File: src/rtl/cpu_pkg.sv
// Shared pipeline definitions: RV32 opcodes, result-kind enum and the
// in-flight destination tag carried by the bypass controller.
package cpu_pkg;

  localparam logic [6:0] OP_LOAD  = 7'b0000011;
  localparam logic [6:0] OP_IMM   = 7'b0010011;
  localparam logic [6:0] OP_AUIPC = 7'b0010111;
  localparam logic [6:0] OP_STORE = 7'b0100011;
  localparam logic [6:0] OP_R     = 7'b0110011;
  localparam logic [6:0] OP_LUI   = 7'b0110111;
  localparam logic [6:0] OP_BRANCH= 7'b1100011;
  localparam logic [6:0] OP_JALR  = 7'b1100111;
  localparam logic [6:0] OP_JAL   = 7'b1101111;

  typedef enum logic [1:0] {
    K_NONE = 2'd0,
    K_ALU  = 2'd1,
    K_LINK = 2'd2,
    K_LOAD = 2'd3
  } kind_e;

  typedef struct packed {
    logic       valid;
    logic [4:0] rd;
    kind_e      kind;
  } tag_t;

  // Writes to x0 are architecturally invisible, so they never produce a bypass source.
  function automatic kind_e decode_kind(input logic [6:0] opcode, input logic [4:0] rd);
    kind_e k;
    case (opcode)
      OP_LOAD:                      k = K_LOAD;
      OP_JAL, OP_JALR:              k = K_LINK;
      OP_R, OP_IMM, OP_LUI, OP_AUIPC: k = K_ALU;
      default:                      k = K_NONE;
    endcase
    if (rd == 5'd0) k = K_NONE;
    return k;
  endfunction

endpackage

File: src/rtl/bypass_ctrl_fwd_port.sv
// One decode read port: youngest-first match over the tag pipeline, falling
// back to the retire buffer and then the register file value.
module fwd_port
  import cpu_pkg::*;
#(
  parameter int XLEN     = 32,
  parameter int DEPTH    = 3,
  parameter int LOAD_STG = 1
) (
  input  tag_t [DEPTH-1:0]       tags_i,
  input  logic [DEPTH*XLEN-1:0]  stg_alu_i,
  input  logic [DEPTH*XLEN-1:0]  stg_link_i,
  input  logic [DEPTH*XLEN-1:0]  stg_ld_i,
  input  logic                   ret_valid_i,
  input  logic [4:0]             ret_rd_i,
  input  logic [XLEN-1:0]        ret_val_i,
  input  logic [4:0]             rs_i,
  input  logic [XLEN-1:0]        rval_i,
  output logic [XLEN-1:0]        fwd_val_o,
  output logic                   hazard_o
);

  // Scan oldest to youngest so the youngest match overwrites any older one;
  // the hazard bit therefore reflects only the winning match.
  always_comb begin
    fwd_val_o = rval_i;
    hazard_o  = 1'b0;
    if (rs_i != 5'd0) begin
      if (ret_valid_i && (ret_rd_i == rs_i)) fwd_val_o = ret_val_i;
      for (int s = DEPTH - 1; s >= 0; s--) begin
        if (tags_i[s].valid && (tags_i[s].kind != K_NONE) && (tags_i[s].rd == rs_i)) begin
          hazard_o = 1'b0;
          case (tags_i[s].kind)
            K_LINK: fwd_val_o = stg_link_i[s*XLEN +: XLEN];
            K_LOAD: begin
              fwd_val_o = stg_ld_i[s*XLEN +: XLEN];
              hazard_o  = (s < LOAD_STG);
            end
            default: fwd_val_o = stg_alu_i[s*XLEN +: XLEN];
          endcase
        end
      end
    end
  end

endmodule

File: src/rtl/bypass_ctrl.sv
// Forwarding and load-use hazard controller. Define BYPASS_RETIRE_EN to add a
// one-entry retire buffer for register files that write at the end of W.
module bypass_ctrl
  import cpu_pkg::*;
#(
  parameter int XLEN     = 32,
  parameter int NRP      = 2,
  parameter int DEPTH    = 3,
  parameter int LOAD_STG = 1
) (
  input  logic                  clk,
  input  logic                  rst,
  input  logic                  adv,
  input  logic                  flush,
  input  logic                  issue_valid,
  input  logic [4:0]            issue_rd,
  input  logic [6:0]            issue_opcode,
  input  logic [DEPTH*XLEN-1:0] stg_alu,
  input  logic [DEPTH*XLEN-1:0] stg_link,
  input  logic [DEPTH*XLEN-1:0] stg_ld,
  input  logic [NRP*5-1:0]      rs,
  input  logic [NRP*XLEN-1:0]   rval,
  output logic [NRP*XLEN-1:0]   fwd_val,
  output logic                  stall,
  output logic [15:0]           hz_cnt
);

  tag_t [DEPTH-1:0] tags_q, tags_d;
  tag_t             issue_tag;
  logic [NRP-1:0]   hazard;
  logic [15:0]      hz_cnt_q, hz_cnt_d;
  logic             ret_valid;
  logic [4:0]       ret_rd;
  logic [XLEN-1:0]  ret_val;

  assign stall  = |hazard;
  assign hz_cnt = hz_cnt_q;

  // A stalled or flushed issue enters E as a bubble.
  always_comb begin
    issue_tag.valid = issue_valid & ~flush & ~stall;
    issue_tag.rd    = issue_rd;
    issue_tag.kind  = decode_kind(issue_opcode, issue_rd);
  end

  always_comb begin
    tags_d = tags_q;
    if (adv) begin
      tags_d[0] = issue_tag;
      for (int s = 1; s < DEPTH; s++) tags_d[s] = tags_q[s-1];
    end
  end

  always_comb begin
    hz_cnt_d = hz_cnt_q;
    if (stall && (hz_cnt_q != 16'hFFFF)) hz_cnt_d = hz_cnt_q + 16'd1;
  end

  always_ff @(posedge clk or posedge rst) begin
    if (rst) begin
      tags_q   <= '0;
      hz_cnt_q <= '0;
    end else begin
      tags_q   <= tags_d;
      hz_cnt_q <= hz_cnt_d;
    end
  end

`ifdef BYPASS_RETIRE_EN
  logic            ret_valid_q, ret_valid_d;
  logic [4:0]      ret_rd_q, ret_rd_d;
  logic [XLEN-1:0] ret_val_q, ret_val_d;

  // Capture the W-stage result as it leaves; a retiring bubble or non-writer clears it.
  always_comb begin
    ret_valid_d = ret_valid_q;
    ret_rd_d    = ret_rd_q;
    ret_val_d   = ret_val_q;
    if (adv) begin
      ret_valid_d = tags_q[DEPTH-1].valid && (tags_q[DEPTH-1].kind != K_NONE);
      ret_rd_d    = tags_q[DEPTH-1].rd;
      case (tags_q[DEPTH-1].kind)
        K_LINK:  ret_val_d = stg_link[(DEPTH-1)*XLEN +: XLEN];
        K_LOAD:  ret_val_d = stg_ld[(DEPTH-1)*XLEN +: XLEN];
        default: ret_val_d = stg_alu[(DEPTH-1)*XLEN +: XLEN];
      endcase
    end
  end

  always_ff @(posedge clk or posedge rst) begin
    if (rst) begin
      ret_valid_q <= 1'b0;
      ret_rd_q    <= '0;
      ret_val_q   <= '0;
    end else begin
      ret_valid_q <= ret_valid_d;
      ret_rd_q    <= ret_rd_d;
      ret_val_q   <= ret_val_d;
    end
  end

  assign ret_valid = ret_valid_q;
  assign ret_rd    = ret_rd_q;
  assign ret_val   = ret_val_q;
`else
  assign ret_valid = 1'b0;
  assign ret_rd    = '0;
  assign ret_val   = '0;
`endif

  for (genvar p = 0; p < NRP; p++) begin : g_port
    fwd_port #(
      .XLEN    (XLEN),
      .DEPTH   (DEPTH),
      .LOAD_STG(LOAD_STG)
    ) u_port (
      .tags_i     (tags_q),
      .stg_alu_i  (stg_alu),
      .stg_link_i (stg_link),
      .stg_ld_i   (stg_ld),
      .ret_valid_i(ret_valid),
      .ret_rd_i   (ret_rd),
      .ret_val_i  (ret_val),
      .rs_i       (rs[p*5 +: 5]),
      .rval_i     (rval[p*XLEN +: XLEN]),
      .fwd_val_o  (fwd_val[p*XLEN +: XLEN]),
      .hazard_o   (hazard[p])
    );
  end

endmodule

File: config.mk
export PLATFORM = sky130hd
export DESIGN_NAME = bypass_ctrl
export DESIGN_NICKNAME = d
export VERILOG_FILES = /design/src/rtl/cpu_pkg.sv /design/src/rtl/bypass_ctrl_fwd_port.sv /design/src/rtl/bypass_ctrl.sv
export SDC_FILE = /design/constraint.sdc
export NUM_CORES = 1
export LEC_CHECK = 0
export ABC_AREA = 0
export BUFFER_PORTS_ARGS = -buffer_cell sky130_fd_sc_hd__buf_4
export CAP_MARGIN = 20
export CORE_AREA = 2 2 177 179
export DETAILED_ROUTE_END_ITERATION = 6
export DIE_AREA = 0 0 179 181
export PLACE_DENSITY = 0.64
export SETUP_SLACK_MARGIN = 0.5
export SLEW_MARGIN = 15
export SYNTH_ARGS = -nofsm -noshare
export SYNTH_HDL_FRONTEND = slang
export SYNTH_HIERARCHICAL = 1
export SYNTH_SLANG_ARGS = --single-unit
File: constraint.sdc
create_clock -name clk -period 2.48 [get_ports clk]
set_input_delay 0.372 -clock clk [delete_from_list [all_inputs] [get_ports clk]]
set_output_delay 0.372 -clock clk [all_outputs]
set_load 0.1 [all_outputs]
==> results by group, run 1 <==
Run
  – Max-Cap Viols: 0

Setup path
  – Crit path largest cell delay: between 500 and 600 ps
  – CP Data Arrival Time: about 2400 ps
  – Slowest cell on crit path: dfrtp_4
  – CP max FO: 11
  – Critical path class: flip-flop to output pin
  – CP Launch Type: flip-flop
  – Crit end category: output pin
  – Critical Path Most Common Cell: buf_4
  – Worst R2R Setup Slack: -100 ps
  – CP Cell Sequence: o211ai_1 > buf_4 > buf_4 > nor3_1 > buf_4 > a311oi_4 > o31a_4 > buf_12
  – Worst EP required: 2110 ps

Clock tree
  – CTS H-tree depth: 2
  – Clock Sink Count: 40
  – CTS Buffer Depth: 2
  – Root Driver: clkbuf_16
  – # hold bufs at CTS: 0
  – Clock transition at path regs: 60 ps
  – Worst skew pair latency: 280 ps
  – TritonCTS clock tree: yes
  – CTS buffer count: 5

Power
  – PwrDens: approximately 250 mW/mm²
  – Tot Pwr: between 4 and 5 mW
  – Psw: about 2.1 mW
  – Clock share of power: 15.8%
  – LEAKAGE: 6.91 nW
  – Max rail drop VDD: 0.328 mV
  – Net Sw Frac: 45.3%
  – Combinational power share: 67.5%
  – Int Pwr: 2.54 mW
  – Register share of total power: between 15 and 20%

STA
  – Skew final: 7.31 ps
  – Pins Over Slew Limit: 0
  – Slew headroom: between 10% and 20%
  – Slew at the pin closest to its max-slew limit: 1270 ps
  – Final Hold Vio Count: 0
  – Tcrit/Tclk final: 110%
  – F_max: 0.367 GHz
  – Final Setup Violations: 67
  – RSZ-0062 raised after global routing: true
  – Fin crit period: 2730 ps
  – Hold Slack: 214 ps
  – TNS Setup: -12290 ps
  – Worst setup margin: -248 ps

Yosys
  – Syn_area_per_cell: 7.21 µm²
  – Number of enable flip-flop cells after synthesis: 0
  – Synth top cells by count: nor2_1 (201), mux2i_1 (192), o21ai_0 (134)
  – Synth async-reset ratio: 100%
  – Cell accounting for the most synthesized area: mux2i_1
  – Synth top area cells: mux2i_1 (19%), dfrtp_1 (9.9%), a311oi_2 (8.9%)
  – Mapped Cells: 1404
  – FF+latch count, synth: 40
  – Yosys cell types: 44
  – Most common cell in the netlist: nor2_1
  – Post-Syn Area: 0.0101 mm²
  – Area share of the leading cell type in the synthesized netlist: between 10% and 20%
  – Most used flip-flop cell after synthesis: dfrtp_1
  – Sequential cell area fraction in the yosys report: 9.89%
  – YS warnings: 6

Detailed routing
  – Vias: 13600
  – DR iter-0 viols: 908
  – Final ANT Viol Nets: 0
  – Total Wirelength: about 56 mm
  – DR pass1 iterations: 5
  – DR WL/cell: 24.3 µm
  – DRC violations left: 0
  – Vias per cell: 5.86

GRT
  – Largest net degree at the start of global routing: about 110
  – Met1 usage: about two fifths
  – Initial antenna violation count: 13
  – GRT Max-Usage Layer: met2
  – Total grt overflow: 0
  – Vias in the first global route: 13200
  – GR Util met2: 54.2%
  – Global-route wire length before repair: 80.2 mm
  – Met3 Usage GRT: 7.37%
  – Gr usage total: 32.5%

Hold path
  – Worst min path class: primary input to asynchronous set/reset pin

Placed design
  – I/O Buffers: ~460
  – Pre-CTS WS: -193 ps
  – Cells after DPL: between 2000 and 2500
  – GPL Wtd Cong: 0.939
  – DP HPWL: 41.2 mm

Run status
  – Failing checks: negative setup slack
  – Outcome: complete, but fails checks

Layout
  – Syn-to-layout area delta: 80.3%
  – Fraction of layout cells with a size suffix above 1: 49.2%
  – Nets@finish: 2288
  – Layout Cells excl Fill: approximately 2300

Floorplanning
  – Rows: 64
  – Total core area: 0.0303 mm²
  – # IOs: 460
  – Die Y: 181 µm
  – Initial Utilization: 33.4%
  – Die Footprint: about 0.032 mm²
  – Die width: around 180 µm
==> kinds of logic after synthesis <==
group | after synthesis | share of synthesized area, %
simple gates | 458 | 21.3
fa+ha+maj | 1 | 0.124
mux | 219 | 22.0
buf+inv | 172 | 8.80
flops | 40 | 9.89
xor+xnor | 51 | 4.86
compound gates | 462 | 33.0
other cells | 1 | 0.0370
==> final cells by class <==
class / count / area (µm²)
Timing Repair Buffer: 589 / 5980
Clock inverter: 2 / 35.0
Tap cell: 396 / 495
Sequential cell: 40 / 1030
Multi-Input combinational cell: 1267 / 10500
Clock buffer: 6 / 129
Fill cell: 2649 / 12100
Antenna cell: 13 / 32.5
Inverter: 5 / 22.5
==> sequential cells by signal, indices dropped and copies added (netlist names) <==
signal and cells:
tags_q 24, hz_cnt 16
==> worst max-delay path, delay by kind of cell (launching register included) <==
| family | cells | cell delay (ps) |
|---|---|---|
| buffers and inverters | 4 | 700 |
| AND/OR/NAND/NOR | 1 | 80 |
| flip-flops | 1 | 550 |
| AO/OA/AOI/OAI | 3 | 730 |
==> through the flow <==
| stage | utilization (%) | cell area [µm²] |
|---|---|---|
| after floorplan | - | 11500 |
| after global placement | 51.2 | 15500 |
| after detailed placement | 51.2 | 15500 |
| after CTS | 57.0 | 17300 |
| after global routing | 60.1 | 18200 |
| final | 60.1 | 18200 |
==> worst paths after layout <==
| check | cells after the start | to | startpoint |
|---|---|---|---|
| worst max-delay path | 8 | fwd_val[25] | tags_q[16] |
| worst min-delay path | 3 | hz_cnt[12] | rst |
| worst max register to register | 9 | hz_cnt[15] | tags_q[3] |
| worst min register to register | 1 | hz_cnt[0] | hz_cnt[0] |
| max in group asynchronous | 3 | tags_q[9] | rst |
| min in group clk | 2 | tags_q[5] | issue_rd[3] |
==> per-layer routing <==
| layer | wire length [µm] | part of all wire (%) |
|---|---|---|
| met1 | 21500 | 38 |
| met5 | 0 | 0 |
| met4 | 2740 | 4.9 |
| met2 | 27400 | 49 |
| met3 | 4670 | 8.3 |
==> power groups by stage <==
stage	combinational [mW]	clock [mW]	sequential, mW
floorplan	1.72	0	0.761
global placement	2.61	0	0.782
detailed placement	2.64	0	0.783
CTS	2.98	0.741	0.773
global route	3.28	0.771	0.781
finish	3.14	0.734	0.776
==> cells in the final DEF, fill, tap and decap left out, types with 11 or more instances in the layout <==
master     count
a211oi_2      35
diode_2       13
nand2_1       71
a211oi_4      28
buf_4        454
o21ai_0      129
a311oi_4      25
buf_6         20
a21oi_1      120
buf_12        95
conb_1        76
o31a_4        64
a311oi_2      39
nor3_1        29
dfrtp_1       25
mux2_2        23
nand4_1       68
xor2_1        17
mux2i_1      191
nor2_1       198
nor3_2        37
xnor2_1       19
clkbuf_16     11
==> timing repair <==
item	CTS	global route
gates resized for setup	295	104
endpoints found under the setup margin	81	82
hold endpoints to repair	0	0
setup buffers	12	16
pin swaps	22	11
gates cloned	5	7
No activity file was read; power rests on OpenSTA's default activity.
==> run 2: changes to the inputs <==
--- a/config.mk
+++ b/config.mk
@@ -6,7 +6,7 @@
 export NUM_CORES = 1
 export LEC_CHECK = 0
 export ABC_AREA = 0
-export BUFFER_PORTS_ARGS = -buffer_cell sky130_fd_sc_hd__buf_4
+export BUFFER_PORTS_ARGS = -buffer_cell sky130_fd_sc_hd__buf_2
 export CAP_MARGIN = 20
 export CORE_AREA = 2 2 177 179
 export DETAILED_ROUTE_END_ITERATION = 6
==> run 2 against run 1 <==
The run still ends with negative setup slack left. Total power fell by 4.5%. Via count rose by 0.56%. Final area fell by 7.5%. Utilization fell by 4.5 points. Clock-buffer cell count fell by 1. Worst hold slack improved by 1.9 ps. First-iteration DRC count rose by 28%. Clock power rose by 0.5%. Global-route usage fell by 0.68 points. Critical endpoint is now fwd_val[20].
==> results by group, run 2 (synthesis gave the netlist of run 1 again) <==
Run status
  – Outcome: complete, but fails checks
  – Failing checks: negative setup slack

Detailed routing
  – Vias per cell: 5.88
  – Vias: 13700
  – Total Wirelength: ~55 mm
  – Final ANT Viol Nets: 0
  – DRC violations left: 0
  – DR pass1 iterations: 6
  – DR WL/cell: 23.5 µm
  – DR iter-0 viols: 1165

STA
  – Slew at the pin closest to its max-slew limit: 1380 ps
  – TNS Setup: -14520 ps
  – Hold Slack: 216 ps
  – RSZ-0062 raised after global routing: true
  – Tcrit/Tclk final: 112%
  – Final Hold Vio Count: 0
  – Worst setup margin: -287 ps
  – Fin crit period: between 2000 and 3000 ps
  – Skew final: 4.84 ps
  – F_max: 0.361 GHz
  – Slew headroom: 7.97%
  – Final Setup Violations: 69
  – Pins Over Slew Limit: 0

Clock tree
  – Clock transition at path regs: 60 ps
  – CTS buffer count: 5
  – Root Driver: clkbuf_16
  – Worst skew pair latency: ~290 ps
  – CTS H-tree depth: 2
  – CTS Buffer Depth: 2
  – Clock Sink Count: 40
  – TritonCTS clock tree: yes

Floorplanning
  – Rows: between 60 and 70
  – Initial Utilization: between 30% and 40%
  – Die Footprint: approximately 0.032 mm²
  – Total core area: roughly 0.03 mm²
  – # IOs: 460
  – Die Y: between 150 and 200 µm
  – Die width: 179 µm

GRT
  – Gr usage total: 31.8%
  – Global-route wire length before repair: 78.7 mm
  – Initial antenna violation count: 26
  – Vias in the first global route: 13300
  – Total grt overflow: 0
  – Largest net degree at the start of global routing: around 130

Setup path
  – Crit end category: output pin
  – Worst EP required: 2110 ps
  – Critical path class: flip-flop to output pin
  – CP Data Arrival Time: 2390 ps
  – CP Launch Type: flip-flop
  – Reg2Reg Depth: 8
  – CP max FO: 21

Layout
  – Fraction of layout cells with a size suffix above 1: 47.7%
  – Max FFs per register: 24
  – Most frequent cells in the layout: buf_2 (394), nor2_1 (199), mux2i_1 (192), o21ai_0 (131), a21oi_1 (124)
  – Syn-to-layout area delta: 66.8%
  – Most common cell after layout, fill and taps aside: buf_2
  – Nets@finish: 2283
  – Largest reg by FF count: tags_q
  – Layout Cells excl Fill: 2323

Power
  – LEAKAGE: 6.49 nW
  – Max rail drop VDD: 0.238 mV
  – PwrDens: between 200 and 300 mW/mm²

Placed design
  – DP HPWL: 39.9 mm
  – I/O Buffers: 459
  – GPL Wtd Cong: 0.907
  – Cells after DPL: 2257

Hold path
  – Worst min path class: primary input to asynchronous set/reset pin

Run
  – Max-Cap Viols: 0
==> run 2: cell count changes in the layout (fill, tap and decap cells not counted), sizes merged <==
cell	delta
diode	+10
buf	-3
clkbuf	-3
clkinvlp	+1
==> run 2: area by class of cell <==
| class | count | area (µm²) |
|---|---|---|
| flip-flops and latches | 40 | 1040 |
| clock buffers | 5 | 125 |
| well taps | 396 | 495 |
| multi-input cells | 1267 | 10200 |
| diodes | 23 | 57.6 |
| repair buffers | 584 | 4910 |
| fillers | 2774 | 13500 |
| clock inverters | 3 | 42.5 |
| inverters | 5 | 22.5 |
==> run 2: repair_timing <==
action                     CTS  global route
resized for setup          108            47
hold buffers                 0             0
setup buffers               17             6
setup endpoints to repair   82            82
pin swaps                   25            12
cloned                       4             6
hold endpoints to repair     0             0
==> run 2: per-layer routing <==
layer,GRT usage [%],routed length (µm)
met5,0,59
met2,54.6,26300
met4,13.5,2340
met3,6.84,5070
met1,37.9,20900
==> run 2: metrics by stage <==
| step | power (mW) | area [µm²] | util (%) | setup WS (ps) |
|---|---|---|---|---|
| floorplan | 2.48 | 11500 | - | -230 |
| global placement | 3.47 | 15300 | 50.4 | -166 |
| detailed placement | 3.51 | 15300 | 50.4 | -181 |
| CTS | 4.35 | 16300 | 53.7 | -255 |
| global route | 4.64 | 16900 | 55.6 | -329 |
| finish | 4.44 | 16900 | 55.6 | -287 |
==> run 2: worst paths after layout <==
path,from,to,slack [ps]
worst min-delay path,rst,hz_cnt[10],220
worst max-delay path,tags_q[14],fwd_val[20],-290
max in group asynchronous,rst,tags_q[17],1850
min in group clk,issue_rd[1],tags_q[3],360
worst min register to register,hz_cnt[0],hz_cnt[0],510
worst max register to register,tags_q[3],hz_cnt[15],-120
==> run 2: critical path, stage by stage (launching register included) <==
cell and delay [ps]:
dfrtp_2 440, xor2_1 170, nor4_2 280, buf_4 160, nand3_2 130, buf_12 210
a211oi_4 290, o31a_4 200, buf_12 170
==> run 2: power breakdown <==
group	switching, mW	leakage [nW]	total (mW)	internal (mW)
Sequential	0.0710	0.492	0.774	0.703
Clock	0.265	0.0800	0.738	0.473
Combinational	1.74	5.92	2.93	1.19
